File: config.mk
export PLATFORM = sky130hd
export DESIGN_NAME = ahb_mem_slv_if_flat
export DESIGN_NICKNAME = d
export VERILOG_FILES = /design/src/rtl/ahb_mem_slv_if_if.sv /design/src/rtl/ahb_mem_slv_if.sv /design/src/flat_wrapper.sv
export SDC_FILE = /design/constraint.sdc
export NUM_CORES = 1
export LEC_CHECK = 0
export CAP_MARGIN = 20
export CORE_AREA = 2 2 78 80
export DETAILED_ROUTE_END_ITERATION = 6
export DIE_AREA = 0 0 80 82
export GPL_TIMING_DRIVEN = 1
export PLACE_DENSITY = 0.84
export RECOVER_POWER = 50
export SYNTH_ARGS = -nofsm -noshare
export SYNTH_HDL_FRONTEND = slang
export SYNTH_SLANG_ARGS = --single-unit
export TNS_END_PERCENT = 20
File: constraint.sdc
create_clock -name hclk -period 2.72 [get_ports hclk]
set_input_delay 0.816 -clock hclk [delete_from_list [all_inputs] [get_ports hclk]]
set_output_delay 0.816 -clock hclk [all_outputs]
set_load 0.02 [all_outputs]
File: src/rtl/ahb_mem_slv_if_if.sv
// AHB-Lite slave-side bus bundle between the S->M mux and one memory slave.
interface ahb_mem_slv_if_if;
    logic        hsel;
    logic        hready;
    logic [1:0]  htrans;
    logic [2:0]  hsize;
    logic        hwrite;
    logic [31:0] haddr;
    logic [31:0] hwdata;
    logic        hreadyout;
    logic [1:0]  hresp;
    logic [31:0] hrdata;

    modport slave (
        input  hsel, hready, htrans, hsize, hwrite, haddr, hwdata,
        output hreadyout, hresp, hrdata
    );

    modport master (
        output hsel, hready, htrans, hsize, hwrite, haddr, hwdata,
        input  hreadyout, hresp, hrdata
    );
endinterface

File: src/rtl/ahb_mem_slv_if.sv
// AHB-Lite slave front end for a single-port synchronous ROM/SRAM macro:
// byte-enabled writes, read wait states, read-only ERROR and write/read port stall.
module ahb_mem_slv_if #(
    parameter int p_AW   = 15,
    parameter int p_WAIT = 0,
    parameter bit p_RO   = 1'b1
) (
    input  logic                hclk,
    input  logic                hresetn,
    ahb_mem_slv_if_if.slave     io_ahb,
    input  logic [31:0]         i_mem_rdata,
    output logic [p_AW-3:0]     o_mem_addr,
    output logic                o_mem_cs,
    output logic                o_mem_we,
    output logic [3:0]          o_mem_be,
    output logic [31:0]         o_mem_wdata
);

    localparam logic [2:0] LP_CNT_INIT = (p_WAIT > 0) ? 3'(p_WAIT - 1) : 3'd0;

    typedef enum logic [2:0] {S_IDLE, S_RD_WAIT, S_WR, S_ERR1, S_ERR2} state_t;

    state_t          r_state;
    logic [p_AW-3:0] r_addr;
    logic [3:0]      r_be;
    logic [2:0]      r_cnt;

    logic            w_acc;
    logic            w_bad;
    logic            w_conflict;
    logic [3:0]      w_be;
    logic [p_AW-3:0] w_waddr;
    logic            w_unused;

    logic            w_rdy;
    logic            w_err;
    logic            w_cs;
    logic            w_we;
    logic [3:0]      w_mbe;
    logic [p_AW-3:0] w_maddr;

    assign w_acc      = io_ahb.hsel & io_ahb.hready & io_ahb.htrans[1];
    assign w_bad      = (io_ahb.hsize > 3'd2)
                      | ((io_ahb.hsize == 3'd1) & io_ahb.haddr[0])
                      | ((io_ahb.hsize == 3'd2) & (io_ahb.haddr[1:0] != 2'b00))
                      | (io_ahb.hwrite & p_RO);
    // The port is busy writing, so a read arriving now must wait one cycle.
    assign w_conflict = io_ahb.hsel & io_ahb.htrans[1] & ~io_ahb.hwrite;
    assign w_waddr    = io_ahb.haddr[p_AW-1:2];
    assign w_unused   = ^{io_ahb.htrans[0], io_ahb.haddr[31:p_AW]};

    always_comb begin
        case (io_ahb.hsize)
            3'd0:    w_be = 4'b0001 << io_ahb.haddr[1:0];
            3'd1:    w_be = io_ahb.haddr[1] ? 4'b1100 : 4'b0011;
            default: w_be = 4'b1111;
        endcase
    end

    always_comb begin
        w_rdy   = 1'b1;
        w_err   = 1'b0;
        w_cs    = 1'b0;
        w_we    = 1'b0;
        w_mbe   = 4'b0000;
        w_maddr = r_addr;
        case (r_state)
            S_IDLE: begin
                // Reads are issued straight from the address phase.
                w_cs    = w_acc & ~io_ahb.hwrite & ~w_bad;
                w_maddr = w_waddr;
            end
            S_RD_WAIT: begin
                w_rdy = 1'b0;
                w_cs  = 1'b1;
            end
            S_WR: begin
                w_rdy = ~w_conflict;
                w_cs  = 1'b1;
                w_we  = 1'b1;
                w_mbe = r_be;
            end
            S_ERR1: begin
                w_rdy = 1'b0;
                w_err = 1'b1;
            end
            S_ERR2:  w_err = 1'b1;
            default: ;
        endcase
    end

    always_ff @(posedge hclk or negedge hresetn) begin
        if (!hresetn) begin
            r_state <= S_IDLE;
            r_addr  <= '0;
            r_be    <= '0;
            r_cnt   <= '0;
        end else begin
            case (r_state)
                S_IDLE: begin
                    if (w_acc) begin
                        if (w_bad) begin
                            r_state <= S_ERR1;
                        end else if (io_ahb.hwrite) begin
                            r_addr  <= w_waddr;
                            r_be    <= w_be;
                            r_state <= S_WR;
                        end else if (p_WAIT > 0) begin
                            r_addr  <= w_waddr;
                            r_cnt   <= LP_CNT_INIT;
                            r_state <= S_RD_WAIT;
                        end
                    end
                end
                S_RD_WAIT: begin
                    if (r_cnt == 3'd0) r_state <= S_IDLE;
                    else               r_cnt   <= r_cnt - 3'd1;
                end
                S_WR: begin
                    if (w_conflict || !w_acc) begin
                        r_state <= S_IDLE;
                    end else if (w_bad) begin
                        r_state <= S_ERR1;
                    end else begin
                        r_addr  <= w_waddr;
                        r_be    <= w_be;
                        r_state <= S_WR;
                    end
                end
                S_ERR1:  r_state <= S_ERR2;
                // Whatever is presented here is cancelled by the master.
                S_ERR2:  r_state <= S_IDLE;
                default: r_state <= S_IDLE;
            endcase
        end
    end

    assign io_ahb.hreadyout = w_rdy;
    assign io_ahb.hresp     = {1'b0, w_err};
    assign io_ahb.hrdata    = i_mem_rdata;
    assign o_mem_cs         = w_cs;
    assign o_mem_we         = w_we;
    assign o_mem_be         = w_mbe;
    assign o_mem_addr       = w_maddr;
    assign o_mem_wdata      = io_ahb.hwdata;

endmodule

File: src/flat_wrapper.sv
// flat-port wrapper written by rule: the top's interface ports become plain ports
module ahb_mem_slv_if_flat 
#(
    parameter int p_AW   = 15,
    parameter int p_WAIT = 0,
    parameter bit p_RO   = 1'b1
)
  (hclk, hresetn, i_mem_rdata, o_mem_addr, o_mem_cs, o_mem_we, o_mem_be, o_mem_wdata, io_ahb_hsel, io_ahb_hready, io_ahb_htrans, io_ahb_hsize, io_ahb_hwrite, io_ahb_haddr, io_ahb_hwdata, io_ahb_hreadyout, io_ahb_hresp, io_ahb_hrdata);
  ahb_mem_slv_if_if io_ahb_i ();
  input  logic hclk;
  input  logic hresetn;
  input  logic [31:0] i_mem_rdata;
  output logic [p_AW-3:0] o_mem_addr;
  output logic o_mem_cs;
  output logic o_mem_we;
  output logic [3:0] o_mem_be;
  output logic [31:0] o_mem_wdata;
  input wire logic [$bits(io_ahb_i.hsel)-1:0] io_ahb_hsel;
  input wire logic [$bits(io_ahb_i.hready)-1:0] io_ahb_hready;
  input wire logic [$bits(io_ahb_i.htrans)-1:0] io_ahb_htrans;
  input wire logic [$bits(io_ahb_i.hsize)-1:0] io_ahb_hsize;
  input wire logic [$bits(io_ahb_i.hwrite)-1:0] io_ahb_hwrite;
  input wire logic [$bits(io_ahb_i.haddr)-1:0] io_ahb_haddr;
  input wire logic [$bits(io_ahb_i.hwdata)-1:0] io_ahb_hwdata;
  output wire logic [$bits(io_ahb_i.hreadyout)-1:0] io_ahb_hreadyout;
  output wire logic [$bits(io_ahb_i.hresp)-1:0] io_ahb_hresp;
  output wire logic [$bits(io_ahb_i.hrdata)-1:0] io_ahb_hrdata;
  assign io_ahb_i.hsel = io_ahb_hsel;
  assign io_ahb_i.hready = io_ahb_hready;
  assign io_ahb_i.htrans = io_ahb_htrans;
  assign io_ahb_i.hsize = io_ahb_hsize;
  assign io_ahb_i.hwrite = io_ahb_hwrite;
  assign io_ahb_i.haddr = io_ahb_haddr;
  assign io_ahb_i.hwdata = io_ahb_hwdata;
  assign io_ahb_hreadyout = io_ahb_i.hreadyout;
  assign io_ahb_hresp = io_ahb_i.hresp;
  assign io_ahb_hrdata = io_ahb_i.hrdata;
  ahb_mem_slv_if #(.p_AW(p_AW), .p_WAIT(p_WAIT), .p_RO(p_RO)) u_core (.hclk(hclk), .hresetn(hresetn), .io_ahb(io_ahb_i), .i_mem_rdata(i_mem_rdata), .o_mem_addr(o_mem_addr), .o_mem_cs(o_mem_cs), .o_mem_we(o_mem_we), .o_mem_be(o_mem_be), .o_mem_wdata(o_mem_wdata));
endmodule
-- Word level (Yosys, flattened, before mapping)
Index checks and enable logic that the tools add are counted.
- output and inout port bits: 86
- word-level logic and storage cells: 75
- bits in read-only memories: 0
- memories: 0
- register bits after elaboration: 23
- latch bits: 0
- bits of input ports: 106
- memory bits (writable): 0
- shifts and indexed selects: 1
- reductions and logical operators: 13
- div/mod/pow operators: 0
- bitwise gates (word level): 15
- $lt $le $gt $ge: 1
- mux-type cells: 27
- multipliers: 0
- equality and inequality tests: 13
- $add $sub $neg: 1
- operator list (kind ; count):
    $mux 13 ; 6
    $mux 4 ; 7
    $pmux 13 s2 ; 1
    $pmux 4 s2 ; 2
    $mux 3 ; 5
    $pmux 3 s4 ; 1
    $eq 3x2->1 const B ; 3
    $logic_not 3->1 ; 3
    $and 1x1->1 ; 8
    $ne 2x2->1 const B ; 4
    $eq 3x1->1 const B ; 2
    $reduce_and 6->1 ; 1
    $reduce_or 2->1 ; 3
    $ne 2x1->1 const B ; 2
    $not 1->1 ; 4
    $pmux 1 s2 ; 2
    $reduce_bool 2->1 ; 2
    $shl 1x2->4 const A ; 1
    $eq 3x3->1 const B ; 1
    $gt 3x2->1 const B ; 1
    $mux 1 ; 3
    $ne 3x2->1 const B ; 1
    $or 1x1->1 ; 3
    $reduce_and 3->1 ; 1
    4 further kinds ; 4

-- Logic depth before layout (Yosys ltp)
Gate-level depths: netlist (run 1).
- depth after elaboration: 8
- mapped depth: 7
- mapped depth without buffers: 6

-- Least setup slack after synthesis (run 1)
OpenSTA, ideal clock, no wires.
- path type: reg-to-output
- start point: register u_core.r_state[1]
- end point: output o_mem_be[0]
- setup slack: 408 ps
- cell stages (with the launch flop): 4
- data required time: 1904 ps
- buffers on the path: 0
- arrival time: 1496 ps
- cell sequence: dfrtp_1 > inv_1 > nor3_1 > and2_1
- word-level cells in the longest chain between the ends: 2
- ends and longest elaborated chain (what ; RTL line ; text):
    start: declaration ; ahb_mem_slv_if.sv:23 ; state_t r_state;
    start signal: assignment ; ahb_mem_slv_if.sv:94 ; r_state <= S_IDLE;
    start signal: assignment ; ahb_mem_slv_if.sv:103 ; r_state <= S_ERR1;
    start signal: assignment ; ahb_mem_slv_if.sv:107 ; r_state <= S_WR;
    $eq 3x2->1 ; ahb_mem_slv_if.sv:67 ; case (r_state)
    $mux 4 ; ahb_mem_slv_if.sv:67 ;
    end: declaration ; flat_wrapper.sv:16 ; output logic [3:0] o_mem_be;
No other way between the ends.

-- Worst setup path after layout (run 1)
- start point: input io_ahb_hsize[1]
- end point: output o_mem_cs
- word-level cells in the longest chain between the ends: 8
- elaborated cells between the ends (all ways): 11
- classes of those cells: order compare: 1; eq/ne: 2; mux: 1; bitwise: 7
- ends and longest elaborated chain (what ; RTL line ; text):
    start: declaration ; flat_wrapper.sv:21 ; input wire logic [$bits(io_ahb_i.hsize)-1:0] io_ahb_hsize;
    branches (longest 3 deep; another with $gt 3x2->1) ; n/a ;
    $or 1x1->1 * ; ahb_mem_slv_if.sv:45 ; | ((io_ahb.hsize == 3'd2) & (io_ahb.haddr[1:0] != 2'b00))
    $or 1x1->1 * ; ahb_mem_slv_if.sv:46 ; | (io_ahb.hwrite & p_RO);
    $not 1->1 * ; ahb_mem_slv_if.sv:70 ; w_cs = w_acc & ~io_ahb.hwrite & ~w_bad;
    $and 1x1->1 * ; ahb_mem_slv_if.sv:70 ;
    $pmux 1 s2 * ; ahb_mem_slv_if.sv:67 ;
    end: declaration ; flat_wrapper.sv:14 ; output logic o_mem_cs;
Every way passes the cells marked *.

==> results by group, run 1 <==
Pwr
  – Final Total Pwr: 0.697 mW
  – Power Dens Cells: 433 nW/um^2
  – Comb pwr share: 20.4%
  – Worst VDD drop: 0.000146 V
  – Switching share of power: 24.6%
  – Reg power frac: 49.5%
  – Leak: 0.805 nW
  – Pint: 0.525 mW
  – Psw: 0.172 mW
  – Clk network pwr share: 30.1%

Setup path
  – Crit end category: output pin
  – CP max-delay cell: clkdlybuf4s50_1
  – WP buf/inv: 2
  – Startpoint Class: input port
  – Worst EP required: 1.90 ns
  – Largest delay share family, worst path: buffers and inverters
  – Reg-to-Reg End: u_core.r_cnt[2]
  – FF-to-FF path depth: 6
  – Kind of critical path: in -> out
  – CP max FO: 2
  – R2R setup slack: 1.08 ns
  – Reg2reg start: u_core.r_cnt[0]
  – WP data arrival: 1.84 ns
  – Critical-path cell list: clkdlybuf4s50_1, a21oi_1, o21a_1, a41o_1, buf_6
  – Slowest Stage Delay on Critical Path: 0.45 ns

Place
  – Dpl ws: -0.486 ns
  – Routability congestion estimate: 0.786
  – IO buf count: 44
  – HPWL after detailed placement: 1960 um
  – Inst Count DP: 198

STA
  – Clk_skew: 0.000630 ns
  – Slew HR: 15.0%
  – Final worst-path cycle share: 97.6%
  – Fin. Hold Viols: 0
  – Fmax: 377 MHz
  – Worst slew pin tran: 1.27 ns
  – RSZ-0062 raised after global routing: false
  – Max Slew Vio Count: 0
  – Hold WS: 0.375 ns
  – Final setup margin: 0.0654 ns
  – Clock period minus worst slack: 2.65 ns
  – # setup viols final: 0

Clocking
  – CTS sink cnt: 23
  – CTS Hold Bufs: 0
  – Clk root buf: clkbuf_8
  – Worst-Skew Late Latency: 0.26 ns
  – Max Buffers Root-to-Sink: 2
  – Htree depth: 1
  – CTS tree: built
  – Setup repair bufs after CTS: 0
  – Number of CTS-inserted buffers: 3
  – CTS clock-pin slew for the worst setup and hold paths: 0.08 ns

Final layout
  – Layout area overhead: 3.29%
  – Non-filler instance count after layout: 202
  – Filler cells: 618
  – Share of cells above drive strength 1: 26.0%
  – Fin nets: 236
  – Final design utilization: 28.0%
  – # diodes: 0

Global route
  – Largest net degree at the start of global routing: 24
  – Gr ovfl total: 0
  – First-pass GRT wire length: 3900 um
  – Antenna violations before repair: 0
  – GRT Util Overall: 7.90%
  – Number of global-route vias before repair: 820

Drt
  – Antenna-violating nets left: 0
  – Routed WL: 2600 um
  – Drt pass-1 iters: 2
  – DRC Markers: 0
  – Via-per-instance ratio: 3.92
  – Routed len/inst: 12.9 um
  – Iteration-0 DRC Markers: 5
  – Via count: 791

Synth
  – Synth warn: 0
  – Yosys top cell area share: 36.9%
  – Number of synthesized flops with an enable pin: 0
  – Synth Net Count: 266
  – Seq/Total Area, Yosys: 36.9%
  – Syn Std Cell Area: 1560 sq um
  – Synthesized flop and latch total: 23
  – Post-Syn Instances: 158
  – Synth area leader: dfrtp_1
  – Synth Flop Type: dfrtp_1
  – Async set-reset flop share out of synthesis: 100%
  – Distinct cell type count of the synthesized netlist: 25
  – Syn avg cell area: 9.86 sq um
  – Top area cells in the synthesized netlist: dfrtp_1 (37%), buf_4 (33%), mux2_2 (9.4%), clkbuf_1 (4.1%), and2_1 (1.6%)

Hold path
  – Worst Min Path Start: u_core.r_be[2]
  – WHS Path Cells: 0
  – Tightest Hold Check Type: reg -> reg
  – Hold endpoint: u_core.r_be[2]

Run
  – Max Cap Viol: 0

Die
  – Die Wd: 80 um
  – I/O Pins: 192
  – Die Span Y: 82 um
  – Die footprint: 6560 sq um
  – Core ar.: 5750 sq um
  – Cell Rows: 28
  – Initial core utilization: 27.1%

Run status
  – Run status: complete, no violations
-- state kept, by name (all words and copies together), names as in the netlist --
name and cells:
u_core.r_state 3, u_core.r_be 4, u_core.r_cnt 3, u_core.r_addr 13
-- synth_stat cells, types with 2 or more instances --
library cell and instances:
buf_4 68, dfrtp_1 23, clkbuf_1 17, mux2_2 13, and2_1 4, inv_1 4
nor2_1 4, nand2_1 3, nor3_1 3, ha_1 2, nor3b_1 2, o21ai_2 2
-- power by group through the flow --
stage          registers [mW]  logic, mW  clock network [mW]
4_1_cts                 0.345      0.144               0.226
2_1_floorplan           0.351      0.204                   0
5_1_grt                 0.345      0.153               0.242
3_3_place_gp            0.352      0.154                   0
3_5_place_dp            0.352      0.157                   0
6_report                0.345      0.142               0.209
-- worst register-to-register path, stage by stage (launching register included) --
cell and delay [ns]:
dfrtp_1 0.40, inv_1 0.06, ha_1 0.20, ha_1 0.17, or4b_4 0.54, nand2_1 0.11, o21ai_2 0.05
-- worst max path at each step --
stage | cells after the start | startpoint | slack, ns | endpoint
after floorplan | 3 | u_core.r_state[1] | 0.41 | o_mem_be[0]
after global placement | 5 | io_ahb_hsize[0] | -0.49 | o_mem_cs
after detailed placement | 5 | io_ahb_hsize[0] | -0.49 | o_mem_cs
after CTS | 5 | io_ahb_haddr[0] | -0.06 | o_mem_cs
after global routing | 4 | u_core.r_state[0] | 0.006 | o_mem_we
final | 5 | io_ahb_hsize[1] | 0.07 | o_mem_cs
-- cell type report --
type | count | area (sq um) | share of cell area, %
Clock buffer | 4 | 45.0 | 2.80
Inverter | 4 | 15.0 | 0.933
Multi-Input combinational cell | 45 | 392 | 24.3
Sequential cell | 23 | 577 | 35.8
Tap cell | 75 | 93.8 | 5.83
Timing Repair Buffer | 51 | 487 | 30.2
-- layout by cell type, fill, tap and decap left out, types with 2 or more instances in the layout --
cell and n:
dfrtp_1 22, clkdlybuf4s50_1 20, dlygate4sd2_1 17, mux2_2 13
inv_1 4, and2_1 4, nor2_1 4, dlymetal6s2s_1 4
buf_4 4, nand2_1 3, clkbuf_8 3, nor3_1 2
o21ai_2 2, ha_1 2, clkbuf_1 2
-- through the flow --
stage | instance area, sq um | TNS [ns]
after floorplan | 1560 | 0
after global placement | 1570 | -2.14
after detailed placement | 1570 | -2.24
after CTS | 1590 | -0.0639
after global routing | 1610 | 0
final | 1610 | 0
-- per-layer routing --
metal  track usage (%)  routed length (um)  up-vias
li1                  -                   -      359
met3              2.97                 259       16
met5                 0                   0        -
met4              5.59                  82        0
met1              8.48                 978      367
met2              12.8                1280       49
-- cell families (layout without fill, tap and decap cells) --
| kind of cell | Yosys count | count (layout) | share of synthesized area [%] |
|---|---|---|---|
| buffers and inverters | 90 | 59 | 38.6 |
| DFF | 23 | 23 | 36.9 |
| and+or+nand+nor | 18 | 18 | 7.15 |
| muxes | 13 | 13 | 9.40 |
| AOI/OAI and AO/OA | 9 | 9 | 4.50 |
| adders and majority gates | 2 | 2 | 1.61 |
| xor gates and xnor gates | 2 | 2 | 1.61 |
| other | 1 | 1 | 0.241 |
-- repair_timing --
action	CTS	global route
resized for setup	25	9
pin swaps	0	3
endpoints found under the setup margin	20	3
Note: power is estimated with default switching activity, not from simulation.
==> inputs of run 2 (changes only) <==
- GPL_ROUTABILITY_DRIVEN: not set -> 0
==> results of run 2 <==
Final layout, timing and power as in run 1 (identical DEF).
